**config.mk**
```make
export PLATFORM = sky130hd
export DESIGN_NAME = baud_frame_timer
export DESIGN_NICKNAME = d
export VERILOG_FILES = /design/src/rtl/baud_frame_timer.sv
export SDC_FILE = /design/constraint.sdc
export NUM_CORES = 1
export LEC_CHECK = 0
export BUFFER_PORTS_ARGS = -buffer_cell sky130_fd_sc_hd__clkbuf_2
export CAP_MARGIN = 10
export CORE_AREA = 2 2 77 79
export DETAILED_ROUTE_END_ITERATION = 8
export DIE_AREA = 0 0 79 81
export SETUP_SLACK_MARGIN = 0.2
export SYNTH_ARGS = -nofsm -noshare
export SYNTH_HDL_FRONTEND = slang
export SYNTH_SLANG_ARGS = --single-unit
```
**constraint.sdc**
```tcl
create_clock -name clk -period 4.85 [get_ports clk]
set_clock_uncertainty 0.15 [all_clocks]
set_input_delay 0.485 -clock clk [delete_from_list [all_inputs] [get_ports clk]]
set_output_delay 0.485 -clock clk [all_outputs]
set_load 0.005 [all_outputs]
```
**src/rtl/baud_frame_timer.sv**
```systemverilog
// rtl/baud_frame_timer.sv - runtime-divisor bit-period tick generator with TX/RX alignment and frame counting
module baud_frame_timer #(
  parameter int DIV_W       = 14,
  parameter int DEFAULT_DIV = 10416,
  parameter int FRAME_BITS  = 10,
  parameter int IDX_W       = 4
) (
  input  logic             clk,
  input  logic             rst,
  input  logic             rx_mode,
  input  logic             start,
  input  logic             abort,
  input  logic             div_load,
  input  logic [DIV_W-1:0] div_in,
  output logic             busy,
  output logic             bit_tick,
  output logic [IDX_W-1:0] bit_idx,
  output logic             done
);

  typedef enum logic {IDLE = 1'b0, RUN = 1'b1} state_t;

  state_t           state, state_next;
  logic [DIV_W-1:0] divisor, divisor_next;
  logic [DIV_W-1:0] cnt, cnt_next;
  logic [DIV_W-1:0] div_eff;
  logic [IDX_W-1:0] idx_next;
  logic             tick_next, done_next;

  // A coincident load and start must already use the new divisor.
  assign div_eff = div_load ? div_in : divisor;
  assign busy    = (state == RUN);

  always_ff @(posedge clk) begin
    if (rst) begin
      state <= IDLE;
    end else begin
      state <= state_next;
    end
  end

  always_comb begin
    state_next = state;
    case (state)
      IDLE: if (start && !abort) state_next = RUN;
      RUN:  if (abort || done)   state_next = IDLE;
      default: state_next = IDLE;
    endcase
  end

  always_comb begin
    divisor_next = divisor;
    cnt_next     = cnt;
    idx_next     = bit_idx;
    tick_next    = 1'b0;
    done_next    = 1'b0;
    case (state)
      IDLE: begin
        cnt_next = '0;
        if (div_load) divisor_next = div_eff;
        if (start && !abort) begin
          idx_next = '0;
          // RX preloads the counter so the first match lands at bit centre.
          cnt_next = rx_mode ? (div_eff - (div_eff >> 1)) : '0;
        end
      end
      RUN: begin
        if (abort || done) begin
          cnt_next = '0;
        end else if (cnt == divisor) begin
          cnt_next  = '0;
          tick_next = 1'b1;
          idx_next  = bit_idx + 1'b1;
          done_next = (bit_idx == IDX_W'(FRAME_BITS - 1));
        end else begin
          cnt_next = cnt + 1'b1;
        end
      end
      default: cnt_next = '0;
    endcase
  end

  always_ff @(posedge clk) begin
    if (rst) begin
      divisor  <= DIV_W'(DEFAULT_DIV);
      cnt      <= '0;
      bit_idx  <= '0;
      bit_tick <= 1'b0;
      done     <= 1'b0;
    end else begin
      divisor  <= divisor_next;
      cnt      <= cnt_next;
      bit_idx  <= idx_next;
      bit_tick <= tick_next;
      done     <= done_next;
    end
  end

endmodule

```
Word-level counts from Yosys, hierarchy flattened
Cells that the tools add are included.

Register bits: 35. Bits in latches: 0. Memory bits (writable): 0. ROM bits: 0. Input port bits: 20. Output and inout port bits: 7. Word-level logic and storage cells: 37. Memories: 0.

Add/subtract/negate cells: 3. $mul: 0. Divide/modulo/power cells: 0. Magnitude comparators: 0. Eq/ne operators: 5. Shift operators: 0. Multiplexer cells: 14. Bitwise operators: 2. Reduce and logical (&&, ||, !) cells: 7.

Operator list (count): 14-bit 2-to-1 mux (5); 14-bit one-hot mux with 2 select lines (1); 14-bit by 1-bit adder with 14-bit output, second input constant (1); 14-bit == test (1); 14-bit by 13-bit subtractor with 14-bit output (1); 4-bit 2-to-1 mux (3); 4-bit one-hot mux with 2 select lines (1); 4-bit by 1-bit adder with 4-bit output, second input constant (1); 4-bit == test, second input constant (1); 2-bit != test, second input constant (2); 4-bit OR reduction (1); 1-bit 2-to-1 mux (3); 3-bit AND reduction (1); 3-bit OR reduction (1); 2-bit by 1-bit != test with 1-bit output, second input constant (1); 1-bit inverter (2); 1-bit one-hot mux with 2 select lines (1); 2-bit AND reduction (1); 1-bit logical AND (1); 1-bit logical NOT (1); 1-bit logical OR (1).

Longest topological paths before layout
Gate-level depths: netlist of the first run.

Depth in word-level cells: 5. Gate-level depth with buffers: 12. Gate-level depth less buffers: 10.

Least setup slack after synthesis of the first run
No wires, ideal clock.

Kind: input to register. Start point: input div_load. End point: register cnt[12]. Setup time: 62 ps. Arrival time: 3285 ps. Required time: 4638 ps. Slack: 1353 ps. Cell stages on the path: 12. Path buffers: 2. Path through: clkbuf_1 -> buf_1 -> mux2i_1 -> inv_1 -> ha_1 -> fa_1 -> nand2b_1 -> a21o_1 -> a21oi_1 -> a221oi_1 -> or4_1 -> nand3_1.

Cells in the longest elaborated chain, start to end: 5.

Ends and longest elaborated chain: start, declared (RTL line 13) `input logic div_load,`; 14-bit 2-to-1 mux (RTL line 31) `assign div_eff = div_load ? div_in : divisor;`; named net div_eff[1] (RTL line 26) `logic [DIV_W-1:0] div_eff;`; 14-bit by 13-bit subtractor with 14-bit output (RTL line 64) `cnt_next = rx_mode ? (div_eff - (div_eff >> 1)) : '0;`; 14-bit 2-to-1 mux (RTL line 64); 14-bit 2-to-1 mux (RTL line 61) `if (start && !abort) begin`; 14-bit one-hot mux with 2 select lines (RTL line 57) `case (state)`; end signal, assigned (RTL line 92) `cnt <= cnt_next;`; end, declared (RTL line 25) `logic [DIV_W-1:0] cnt, cnt_next;`.

The timed path passes the listed nets, and every way through them passes these cells. A chain may end at the register's enable or synchronous reset.

Worst setup path after layout of the first run
Same ends and word-level chain as after synthesis.

==> results.ini, run 1 <==
[finish]
drive_above_1_share=0.136
layout_commonest_cell=nand2_1
fillers=596
area_growth_pct=10.8
post-route-util=0.481
layout_common_cells=43 x nand2_1, 35 x dfxtp_1, 28 x nor2_1
stdcell_count=407
diodes=0
fin_nets=368
multi_input_area_mm2=0.00165
seq_area_um2=701

[cts]
cts_resized=0
cts_buffers=5
path_clk_slew_ns=0.08
cts_tree=done
htree_levels=2
cts_setup_buffers=0
insertion_delay_ns=0.30
root_buffer=clkbuf_8
cts_sinks=35
clockBufferDepth=2
ctsHoldBuffers=0

[logic_synthesis]
synthDistinctLibCells=50
synth_area_leaders=dfxtp_1 28%, ha_1 8.1%, xnor2_1 7.1%
synth_area_leader_cell=dfxtp_1
ys_seq_elements=35
synthesis.nets=345
yosys_warnings=0
seq_area_frac_synth=0.284
avgSynthCellArea_um2=8.00
synth_top_area_share=0.284
syn-cell-area_mm2=0.00246
postSynthCellCount=308

[timing]
hold_violations=0
maxSlewViolCount=0
fmax_mhz=325
tightest_slew_ns=0.921
setup_viol=0
holdWs_ns=0.229
rsz0062_at_grt=false
slew_headroom=0.384
tns_ns=0
period_share=0.634
timing.final.crit_period_ns=3.07

[route]
finalWirelength_um=6260
routed_via_density=5.43
avgRoutedWirePerCell_um=15.4
postRouteAntennaNets=0
drtPass1Iterations=5
drc_errors=0
vias=2210
drtIter0Drc=86

[critical_path]
crit_path_start_kind=primary input
crit_fanout=16
critical-path-top-delay-family=simple AND/OR/NAND/NOR gates
r2r_slack_ns=2.16
r2r_start=divisor[1]
crit_path_cell_trace=clkbuf_2 > mux2i_1 > inv_1 > ha_1 > fa_1 > nand2b_1 > a21o_1 > a21oi_1 > a221oi_1 > or4_1 > nand3_1
cp-startpoint=div_load
critical_path_class=primary input to flop
critPathArrivalTime_ns=3.16
path_buf_inv=2
timing.rr.end=cnt[12]
reg2reg_depth=10
end_kind=flop
max_stage_delay_ns=0.42
cp_slowest_cell=clkbuf_2
worstPathRequired_ns=4.94

[outcome]
status=finished clean

[die]
rows=28
fp.dieH_um=81
core_mm2=0.00568
pin_count=27
die_area_mm2=0.00640
die_w_um=79
start_util=0.434

[power]
p_seq_frac=0.432
power.share.switching=0.338
p_comb_frac=0.271
p_int_uw=481
p_total_uw=726
powerDensity_mw_per_mm2=266
switching_power_uw=245
power_frac_clock=0.297
leakage_uw=0.00121
irDropWorstVdd_uv=126

[grt]
track_usage=0.207
grt_pass1_wl_um=10100
grt_pass1_vias=2014
grt_overflow=0
antenna_found_initial=0
grt_start_max_net_pins=31

[run]
max_cap_viol_count=0

[worst_hold_path]
hold_depth=2
hold_path_class=primary input to flop
hold_start=abort
hold_end=busy

[placed_design]
dp_cells=398
hpwl_um=4650
gp_congestion=0.897
place.port_buffers=26

[stage by stage]
stage               area (um^2)  worst slack (ns)
floorplan                  2460              1.35
global placement           2640              1.56
detailed placement         2640              1.46
CTS                        2720              1.78
global route               2730              1.62
finish                     2730              1.78
[cell families (layout without fill, tap and decap cells)]
logic type,Yosys count,count (layout),share of synthesized area
mux,15,15,0.0609
compound gates,58,58,0.154
fa+ha+maj,17,17,0.0894
flops,35,35,0.284
buf+inv,29,53,0.0477
xor+xnor,31,31,0.116
simple gates,123,123,0.247
[routing by layer]
layer	wire, um	share of wire	vias up	track usage
li1	-	-	1117	-
met1	3010	0.48	1038	0.287
met2	2820	0.45	42	0.319
met3	267	0.043	13	0.0300
met4	153	0.024	0	0.0897
met5	0	0	-	0
[synth_stat cells (all sizes together)]
| cell | n |
|---|---|
| a2111oi | 1 |
| a211o | 1 |
| a211oi | 3 |
| a21boi | 2 |
| a21o | 8 |
| a21oi | 21 |
| a221oi | 1 |
| a22oi | 5 |
| a31o | 1 |
| a31oi | 1 |
| a32oi | 1 |
| and2 | 3 |
| and3 | 3 |
| buf | 3 |
| clkbuf | 8 |
| clkinv | 1 |
| dfxtp | 35 |
| fa | 1 |
| ha | 16 |
| inv | 17 |
| mux2i | 15 |
| nand2 | 43 |
| nand2b | 4 |
| nand3 | 16 |
| nand4 | 10 |
| nor2 | 28 |
| nor2b | 4 |
| nor4 | 3 |
| o2111ai | 1 |
| o211ai | 1 |
| o21a | 2 |
| o21ai | 6 |
| o311ai | 1 |
| o31ai | 1 |
| o32a | 1 |
| or2 | 2 |
| or3 | 3 |
| or4 | 3 |
| or4b | 1 |
| xnor2 | 22 |
| xor2 | 9 |
[power groups by stage]
stage	Clock, uW	Combinational [uW]	Sequential (uW)
3_3_place_gp	0	193	320
2_1_floorplan	0	149	316
4_1_cts	217	195	314
6_report	216	197	314
5_1_grt	229	221	315
3_5_place_dp	0	194	320
[registers in the layout (all words and copies together) (netlist names)]
register	flops
cnt	14
divisor	14
bit_idx	4
bit_tick	1
busy	1
done	1
[cell type report]
cell class,instances,share of cell area
Sequential cell,35,0.257
Inverter,18,0.0248
Multi-Input combinational cell,244,0.603
Clock inverter,3,0.00550
Clock buffer,5,0.0252
Timing Repair Buffer,27,0.0504
Tap cell,75,0.0344
[worst max-delay path by stage]
stage / end / slack, ns / cells after the start
finish: cnt[12] / 1.78 / 11
global route: cnt[12] / 1.62 / 11
CTS: cnt[12] / 1.78 / 11
detailed placement: cnt[12] / 1.46 / 11
global placement: cnt[12] / 1.56 / 11
floorplan: cnt[12] / 1.35 / 12
Power figures use the tool's default switching activity.
==> run 2, diff against run 1 <==
--- a/config.mk
+++ b/config.mk
@@ -10,6 +10,7 @@
 export CORE_AREA = 2 2 77 79
 export DETAILED_ROUTE_END_ITERATION = 8
 export DIE_AREA = 0 0 79 81
+export PLACE_DENSITY = 0.66
 export SETUP_SLACK_MARGIN = 0.2
 export SYNTH_ARGS = -nofsm -noshare
 export SYNTH_HDL_FRONTEND = slang
==> constraint.sdc (replaced) <==
create_clock -name clk -period 2.8 [get_ports clk]
set_clock_uncertainty 0.15 [all_clocks]
set_input_delay 0.28 -clock clk [delete_from_list [all_inputs] [get_ports clk]]
set_output_delay 0.28 -clock clk [all_outputs]
set_load 0.005 [all_outputs]
==> run 2 against run 1 <==
  * Die area did not move
  * Hold slack got worse by 0.19 ns
  * Combinational power rose by 97%
  * Wire length rose by 0.66%
  * Total power rose by 96%
  * Register-to-register slack got worse by 1.9 ns
  * Cell area rose by 7.4%
  * Count of clock-buffer cells in the layout rose by 1
  * Core utilization rose by 3.6 points
  * Sequential share of layout area fell by 1.8 points
  * Largest cell class unchanged
  * Highest routed layer unchanged
==> results.ini, run 2 (synthesized netlist as in run 1, its figures left out) <==
[power]
irDropWorstVdd_uv=274  ; was 126 uV
p_int_uw=987  ; was 481 uW
powerDensity_mw_per_mm2=485  ; was 266 mW/mm^2
p_comb_frac=0.273  ; was 0.271
switching_power_uw=435  ; was 245 uW
power.share.switching=0.306  ; was 0.338
leakage_uw=0.00130  ; was 0.00121 uW
p_seq_frac=0.383  ; was 0.432
power_frac_clock=0.343  ; was 0.297

[cts]
insertion_delay_ns=0.29  ; was 0.30 ns
root_buffer=clkbuf_8  ; unchanged
cts_setup_buffers=0  ; unchanged
cts_tree=done  ; unchanged
htree_levels=2  ; unchanged
cts_sinks=35  ; unchanged
clockBufferDepth=2  ; unchanged
cts_buffers=5  ; unchanged
path_clk_slew_ns=0.08  ; about the same

[critical_path]
cp-startpoint=divisor[1]  ; was div_load
crit_fanout=3  ; was 16
cp.depth=11  ; unchanged
path_buf_inv=2  ; unchanged
critical_path_class=flop to flop  ; was primary input to flop
setup.worst_path.end=cnt[12]  ; unchanged
r2r_slack_ns=0.30  ; was 2.16 ns
crit_path_start_kind=flop  ; was primary input
max_stage_delay_ns=0.41  ; was 0.42 ns
critPathArrivalTime_ns=2.58  ; was 3.16 ns
timing.rr.end=cnt[12]  ; unchanged
cp_slowest_cell=or4_1  ; was clkbuf_2
end_kind=flop  ; unchanged
worstPathRequired_ns=2.88  ; was 4.94 ns
reg2reg_depth=11  ; was 10
critical-path-top-delay-family=simple AND/OR/NAND/NOR gates  ; unchanged
r2r_start=divisor[1]  ; unchanged
crit_path_cell_trace=mux2i_4 > inv_2 > ha_2 > fa_2 > nand2b_4 > a21o_1 > buf_4 > a21oi_2 > a221oi_2 > or4_1 > nand3_1  ; was clkbuf_2 > mux2i_1 > inv_1 > ha_1 > fa_1 > nand2b_1 > a21o_1 > a21oi_1 > a221oi_1 > or4_1 > nand3_1

[route]
routed_via_density=5.36  ; was 5.43
drc_errors=0  ; unchanged
avgRoutedWirePerCell_um=14.9  ; was 15.4 um
postRouteAntennaNets=0  ; unchanged
vias=2263  ; was 2210
drtIter0Drc=113  ; was 86
finalWirelength_um=6300  ; was 6260 um
drtPass1Iterations=4  ; was 5

[placed_design]
gp_congestion=0.917  ; was 0.897
place.port_buffers=26  ; unchanged
dp_slack_ns=-0.0259  ; was 1.46 ns
hpwl_um=4990  ; was 4650 um
dp_cells=414  ; was 398

[grt]
grt_overflow=0  ; unchanged
grt_pass1_wl_um=10200  ; was 10100 um
grt_start_max_net_pins=17  ; was 31
antenna_found_initial=0  ; unchanged
track_usage=0.206  ; was 0.207
grt_pass1_vias=2084  ; was 2014

[finish]
top_regs=cnt x14, divisor x14, bit_idx x4  ; unchanged
post-route-util=0.517  ; was 0.481
layout_common_cells=43 x nand2_1, 35 x dfxtp_1, 28 x nor2_1  ; unchanged
drive_above_1_share=0.199  ; was 0.136
stdcell_count=422  ; was 407
diodes=0  ; unchanged
layout_commonest_cell=nand2_1  ; unchanged
fin_nets=383  ; was 368
area_growth_pct=19.0  ; was 10.8%

[die]
pin_count=27  ; unchanged
die_w_um=79  ; unchanged
core_mm2=0.00568  ; unchanged
start_util=0.434  ; unchanged
die_area_mm2=0.00640  ; unchanged
fp.dieH_um=81  ; unchanged
rows=28  ; unchanged

[timing]
hold_violations=0  ; unchanged
timing.final.crit_period_ns=2.50
setup_slack_ns=0.297  ; was 1.78 ns
maxSlewViolCount=0  ; unchanged
slew_headroom=0.367  ; was 0.384
tightest_slew_ns=0.946  ; was 0.921 ns
tns_ns=0  ; unchanged
period_share=0.894
setup_viol=0  ; unchanged
rsz0062_at_grt=true  ; was false
fmax_mhz=400

[worst_hold_path]
hold_depth=2  ; unchanged
hold_path_class=primary input to flop  ; unchanged

[run]
max_cap_viol_count=0  ; unchanged

[outcome]
status=finished clean  ; unchanged

[run 2: routing by layer]
metal	GRT usage	up-vias	wire length [um]
li1	-	1156	-
met1	0.278	1057	2970
met2	0.341	44	3040
met3	0.0311	6	191
met4	0.0638	0	92
met5	0	-	0
[run 2: cell type report]
class | instances | area [um^2]
Clock inverter | 2 | 35.0
Inverter | 18 | 67.6
Fill cell | 554 | 2740
Multi-Input combinational cell | 244 | 1690
Tap cell | 75 | 93.8
Sequential cell | 35 | 701
Timing Repair Buffer | 42 | 263
Clock buffer | 6 | 82.6
[run 2: worst min path at each step]
| stage | slack (ns) | to | startpoint |
|---|---|---|---|
| floorplan | 0.21 | busy | abort |
| global placement | 0.30 | done | bit_idx[3] |
| detailed placement | 0.30 | done | bit_idx[3] |
| CTS | 0.03 | busy | abort |
| global route | 0.04 | busy | abort |
| finish | 0.04 | busy | abort |
[run 2: what timing repair did]
| item | 4_1_cts | 5_1_grt |
|---|---|---|
| resized for setup | 0 | 6 |
| endpoints found under the setup margin | 0 | 4 |
| hold buffers | 0 | 0 |
[run 2: power groups by stage]
stage | Combinational [uW] | Sequential, uW | Clock [uW]
detailed placement | 376 | 557 | 0
global placement | 372 | 557 | 0
finish | 389 | 545 | 488
floorplan | 271 | 548 | 0
global route | 431 | 548 | 520
CTS | 380 | 545 | 496
[run 2: per-stage QoR]
step | hold slack [ns] | cell area, um^2 | power [uW]
2_1_floorplan | 0.213 | 2510 | 819
3_3_place_gp | 0.296 | 2800 | 929
3_5_place_dp | 0.304 | 2800 | 933
4_1_cts | 0.0326 | 2920 | 1420
5_1_grt | 0.0369 | 2930 | 1500
6_report | 0.0356 | 2930 | 1420
